`src/rtl/jk_bank_driver.sv`:
```
// rtl/jk_bank_driver.sv - command-driven J/K strobe controller with settle, readback check and retry
// Converts LOAD/SET/CLEAR/TOGGLE commands into excitation-table J/K pulses for an external JK bank.
module jk_bank_driver #(
    parameter int WIDTH     = 4,
    parameter int SETTLE    = 2,
    parameter int MAX_RETRY = 2
) (
    input  logic             clk,
    input  logic             rst,
    input  logic             in_valid,
    output logic             in_ready,
    input  logic [1:0]       in_op,
    input  logic [WIDTH-1:0] in_mask,
    input  logic [WIDTH-1:0] in_data,
    input  logic [WIDTH-1:0] q_fb,
    output logic [WIDTH-1:0] j,
    output logic [WIDTH-1:0] k,
    output logic             done,
    output logic             err,
    output logic [WIDTH-1:0] err_bits
);

    localparam int CW = (SETTLE > 1) ? $clog2(SETTLE) : 1;
    localparam int RW = (MAX_RETRY > 0) ? $clog2(MAX_RETRY + 1) : 1;

    localparam logic [1:0] OP_LOAD   = 2'b00;
    localparam logic [1:0] OP_SET    = 2'b01;
    localparam logic [1:0] OP_CLEAR  = 2'b10;
    localparam logic [1:0] OP_TOGGLE = 2'b11;

    typedef enum logic [1:0] {
        S_IDLE  = 2'b00,
        S_DRIVE = 2'b01,
        S_WAIT  = 2'b10,
        S_CHECK = 2'b11
    } state_t;

    state_t           state_q, state_d;
    logic [WIDTH-1:0] mask_q, mask_d;
    logic [WIDTH-1:0] snap_q, snap_d;
    logic [WIDTH-1:0] tgt_q, tgt_d;
    logic [CW-1:0]    settle_q, settle_d;
    logic [RW-1:0]    retry_q, retry_d;
    logic             done_q, done_d;
    logic             err_q, err_d;
    logic [WIDTH-1:0] err_bits_q, err_bits_d;

    logic [WIDTH-1:0] op_tgt;
    logic [WIDTH-1:0] diff;

    always_comb begin
        op_tgt = in_data;
        case (in_op)
            OP_LOAD:   op_tgt = in_data;
            OP_SET:    op_tgt = '1;
            OP_CLEAR:  op_tgt = '0;
            OP_TOGGLE: op_tgt = ~q_fb;
            default:   op_tgt = in_data;
        endcase
    end

    assign diff = (q_fb ^ tgt_q) & mask_q;

    always_comb begin
        state_d    = state_q;
        mask_d     = mask_q;
        snap_d     = snap_q;
        tgt_d      = tgt_q;
        settle_d   = settle_q;
        retry_d    = retry_q;
        done_d     = 1'b0;
        err_d      = 1'b0;
        err_bits_d = err_bits_q;

        case (state_q)
            S_IDLE: begin
                if (in_valid) begin
                    mask_d     = in_mask;
                    snap_d     = q_fb;
                    tgt_d      = (in_mask & op_tgt) | (~in_mask & q_fb);
                    retry_d    = '0;
                    err_bits_d = '0;
                    state_d    = S_DRIVE;
                end
            end
            S_DRIVE: begin
                settle_d = '0;
                state_d  = S_WAIT;
            end
            S_WAIT: begin
                if (settle_q == CW'(SETTLE - 1)) begin
                    state_d = S_CHECK;
                end else begin
                    settle_d = settle_q + CW'(1);
                end
            end
            S_CHECK: begin
                if (diff == '0) begin
                    done_d  = 1'b1;
                    state_d = S_IDLE;
                end else if (retry_q < RW'(MAX_RETRY)) begin
                    // Re-drive from the bank's present Q so a TOGGLE is never applied twice
                    retry_d = retry_q + RW'(1);
                    snap_d  = q_fb;
                    state_d = S_DRIVE;
                end else begin
                    err_d      = 1'b1;
                    err_bits_d = diff;
                    state_d    = S_IDLE;
                end
            end
            default: state_d = S_IDLE;
        endcase
    end

    always_ff @(posedge clk) begin
        if (rst) begin
            state_q    <= S_IDLE;
            mask_q     <= '0;
            snap_q     <= '0;
            tgt_q      <= '0;
            settle_q   <= '0;
            retry_q    <= '0;
            done_q     <= 1'b0;
            err_q      <= 1'b0;
            err_bits_q <= '0;
        end else begin
            state_q    <= state_d;
            mask_q     <= mask_d;
            snap_q     <= snap_d;
            tgt_q      <= tgt_d;
            settle_q   <= settle_d;
            retry_q    <= retry_d;
            done_q     <= done_d;
            err_q      <= err_d;
            err_bits_q <= err_bits_d;
        end
    end

    // Excitation-table strobes; J=K=1 is impossible since each bit is either ~S&T or S&~T
    assign j        = (state_q == S_DRIVE) ? (mask_q & ~snap_q & tgt_q) : '0;
    assign k        = (state_q == S_DRIVE) ? (mask_q & snap_q & ~tgt_q) : '0;
    assign in_ready = (state_q == S_IDLE);
    assign done     = done_q;
    assign err      = err_q;
    assign err_bits = err_bits_q;

endmodule

```
`config.mk`:
```
export PLATFORM = sky130hd
export DESIGN_NAME = jk_bank_driver
export DESIGN_NICKNAME = d
export VERILOG_FILES = /design/src/rtl/jk_bank_driver.sv
export SDC_FILE = /design/constraint.sdc
export NUM_CORES = 1
export LEC_CHECK = 0
export ABC_AREA = 1
export BUFFER_PORTS_ARGS = -buffer_cell sky130_fd_sc_hd__buf_4
export CAP_MARGIN = 20
export CORE_ASPECT_RATIO = 1.5
export CORE_MARGIN = 5
export CORE_UTILIZATION = 35
export CTS_CLUSTER_DIAMETER = 100
export DETAILED_ROUTE_END_ITERATION = 8
export SKIP_LAST_GASP = 1
export SLEW_MARGIN = 20
export SYNTH_ARGS = -nofsm -noshare
export SYNTH_HDL_FRONTEND = slang
export SYNTH_SLANG_ARGS = --single-unit
```
`constraint.sdc`:
```
create_clock -name clk -period 1.8 [get_ports clk]
set_input_delay 0.36 -clock clk [delete_from_list [all_inputs] [get_ports clk]]
set_output_delay 0.36 -clock clk [all_outputs]
set_load 0.01 [all_outputs]
```
==> results.sh <==
export IMPL_status="finished, final reports clean"
export IMPL_top_layer="met4"
export IMPL_fill_cells=385
export IMPL_finalSetupViolCount=0
export IMPL_cts_buffer_depth=2
export IMPL_synth_area_leaders="dfxtp_1, nand2_1, nor2_1"
export IMPL_cp_required_ns=1.44
export IMPL_overflow=0
export IMPL_async_flop_share_pct=0
export IMPL_synth_compound_area_share_pct=15.4
export IMPL_cp_slowest_cell="dfxtp_1"
export IMPL_synth_ff_type="dfxtp_1"
export IMPL_cp_startpoint="state_q[1]"
export IMPL_h_tree_depth=1
export IMPL_numCtsBuffers=3
export IMPL_hold_start="q_fb[0]"
export IMPL_synth_cell_types=21
export IMPL_yosysSeqAreaShare_pct=36.8
export IMPL_die_x_um=58.8
export IMPL_timing_slew_headroom_pct=74.8
export IMPL_end_kind="primary output"
export IMPL_drt_wirelength_per_cell_um=11.6
export IMPL_path_clk_slew_ns=0.08
export IMPL_gp_congestion=0.810
export IMPL_path_max_fanout=4
export IMPL_cts_setup_buffers=0
export IMPL_clk_latency_ns=0.26
export IMPL_place_inst=257
export IMPL_synth_edff_count=0
export IMPL_p_leak_nw=0.715
export IMPL_area_growth_pct=27.7
export IMPL_met2_length_um=1490
export IMPL_dp_hpwl_um=2360
export IMPL_firstDrtPassIters=4
export IMPL_grt_pass1_wl_um=5290
export IMPL_cp_arrival_ns=1.33
export IMPL_utilization_pct=46.4
export IMPL_ys_ff_latch=23
export IMPL_vias=1230
export IMPL_grt_pass1_vias=1175
export IMPL_drc_errors=0
export IMPL_power_density_nw_per_um2=1330
export IMPL_path_cells="inv_1 > ha_2 > nand2_1 > nor3_1 > buf_4"
export IMPL_synth_top_area_share_pct=36.8
export IMPL_r2r_start="state_q[1]"
export IMPL_synth_area_um2=1250
export IMPL_fin_cells=261
export IMPL_slowest_delay_ns=0.33
export IMPL_cts_tree="yes"
export IMPL_cts_sinks=23
export IMPL_post_route_period_util_pct=94.1
export IMPL_antenna_found_initial=0
export IMPL_fin_crit_ns=1.69
export IMPL_met3WireLength_um=91
export IMPL_layout_drive_gt1_share_pct=22.4
export IMPL_placeableCoreArea_um2=3450
export IMPL_fmax_mhz=590
export IMPL_synth_simple_area_share_pct=35.0
export IMPL_grt_use_total_pct=13.7
export IMPL_hp_class="in -> reg"
export IMPL_synthCells=185
export IMPL_ioPinCount=32
export IMPL_viasPerCell=4.71
export IMPL_slew_viol_final=0
export IMPL_initial_core_util_pct=36.3
export IMPL_holdWs_ns=0.357
export IMPL_cts_root_buf="clkbuf_8"
export IMPL_cp_num_buf_inv=2
export IMPL_worstMarginPinSlew_ns=0.377
export IMPL_drt_wl_total_um=3040
export IMPL_drv_cap=0
export IMPL_die_h_um=83.3
export IMPL_die_area_um2=4900
export IMPL_synth_top_family_by_area="simple AND/OR/NAND/NOR gates"
export IMPL_drtIter0Drc=26
export IMPL_num_rows=26
export IMPL_grt_max_degree=14
export IMPL_yosysTopAreaCell="dfxtp_1"
export IMPL_port_buffer_count=31
export IMPL_finalNetCount=241
export IMPL_crit_family="flip-flops"
export IMPL_syn_avg_cell_area_um2=6.77
export IMPL_m1WireLength_um=1380
export IMPL_synth_adder_area_share_pct=4.00
export IMPL_synth_area_mux_share_pct=0
export IMPL_worstSetupStartpointType="flop"
export IMPL_rsz0062_at_grt="yes"
export IMPL_path_class="reg -> out"
export IMPL_ir_worst_vdd_mv=0.908
export IMPL_syn_nets=206
export IMPL_ant_nets=0
export IMPL_yosysWarnings=0
export IMPL_synth_xor_area_share_pct=0
export IMPL_antennaDiodeCount=0
export IMPL_hold_viol=0
export IMPL_finClkSkew_ns=0.00286
==> report_power, final <==
group          total, mW  leakage, nW  internal (mW)  switching (mW)
combinational       1.06        0.502          0.415           0.644
sequential         0.753        0.189          0.659          0.0938
clock              0.323       0.0228          0.158           0.165
==> kinds of logic after synthesis <==
group | after synthesis
buffers and inverters | 28
AND/OR/NAND/NOR | 99
flip-flops | 23
AO/OA/AOI/OAI | 31
adder cells (fa/ha/maj) | 4
==> cell usage in the layout (no fill, tap or decap) <==
master / Yosys / final
nand3_2: 1 / 1
nand4_1: 5 / 5
o21ai_0: 12 / 12
nor3_1: 6 / 5
o22ai_1: 1 / 1
ha_1: 4 / 3
dfxtp_1: 23 / 23
a31o_2: 1 / 1
nand3_4: 2 / 2
clkinv_2: 1 / 1
ha_2: 0 / 1
clkbuf_8: 0 / 3
clkbuf_1: 0 / 1
o211ai_1: 6 / 6
nand2_1: 47 / 47
a21oi_1: 9 / 9
nor4_2: 0 / 1
nor2_1: 32 / 32
o2111a_1: 1 / 1
inv_1: 23 / 23
nor2_2: 3 / 3
buf_4: 0 / 34
nand3_1: 2 / 2
nor3_2: 0 / 1
o21ai_4: 1 / 1
==> cells in the mapped netlist, types with 3 or more instances <==
cell and number:
ha_1 4, buf_2 4, nand2_1 47, nand4_1 5
o211ai_1 6, dfxtp_1 23, nor2_2 3, nor3_1 6
o21ai_0 12, a21oi_1 9, inv_1 23, nor2_1 32
==> state kept, by name, indices dropped and copies added (netlist names) <==
| register | flops |
|---|---|
| err_bits | 4 |
| mask_q | 4 |
| snap_q | 4 |
| tgt_q | 4 |
| retry_q | 2 |
| state_q | 2 |
| done | 1 |
| err | 1 |
| settle_q | 1 |
==> worst register-to-register path: cells and delay by family (launching register included) <==
| kind | cells | cell delay (ns) |
|---|---|---|
| simple gates | 3 | 0.43 |
| flops | 1 | 0.33 |
| fa+ha+maj | 1 | 0.30 |
| compound gates | 2 | 0.32 |
| buf+inv | 1 | 0.11 |
==> through the flow <==
step           cell area (um2)  TNS (ns)  total power, mW  setup slack [ns]
2_1_floorplan             1250         0             1.50             0.309
3_3_place_gp              1540         0             1.80             0.288
3_5_place_dp              1540         0             1.82             0.230
4_1_cts                   1590         0             2.15           0.00660
5_1_grt                   1600    -0.101             2.36           -0.0339
6_report                  1600         0             2.13             0.106
==> final timing paths <==
check	to	slack, ns	cells past startpoint
worst max-delay path	k[1]	0.11	5
worst min-delay path	snap_q[0]	0.36	3
worst max register to register	retry_q[0]	0.22	7
worst min register to register	err_bits[1]	0.51	4
==> per-layer routing <==
metal,vias up,track usage [%]
met5,-,0
met4,0,6.80
met3,5,1.55
met2,17,21.4
met1,546,17.9
li1,662,-
==> repair_timing <==
item                                    4_1_cts  5_1_grt
endpoints found under the setup margin        0        7
hold buffers                                  0        0
hold endpoints to repair                      0        0
resized for setup                             0        3
==> final cells by class <==
cell class	count	area (um2)	share of cell area [%]
Inverter	24	91.3	5.71
Tap cell	42	52.6	3.29
Multi-Input combinational cell	134	694	43.4
Timing Repair Buffer	34	255	16.0
Clock buffer	4	45.0	2.82
Sequential cell	23	460	28.8
No activity file was read; power rests on OpenSTA's default activity.
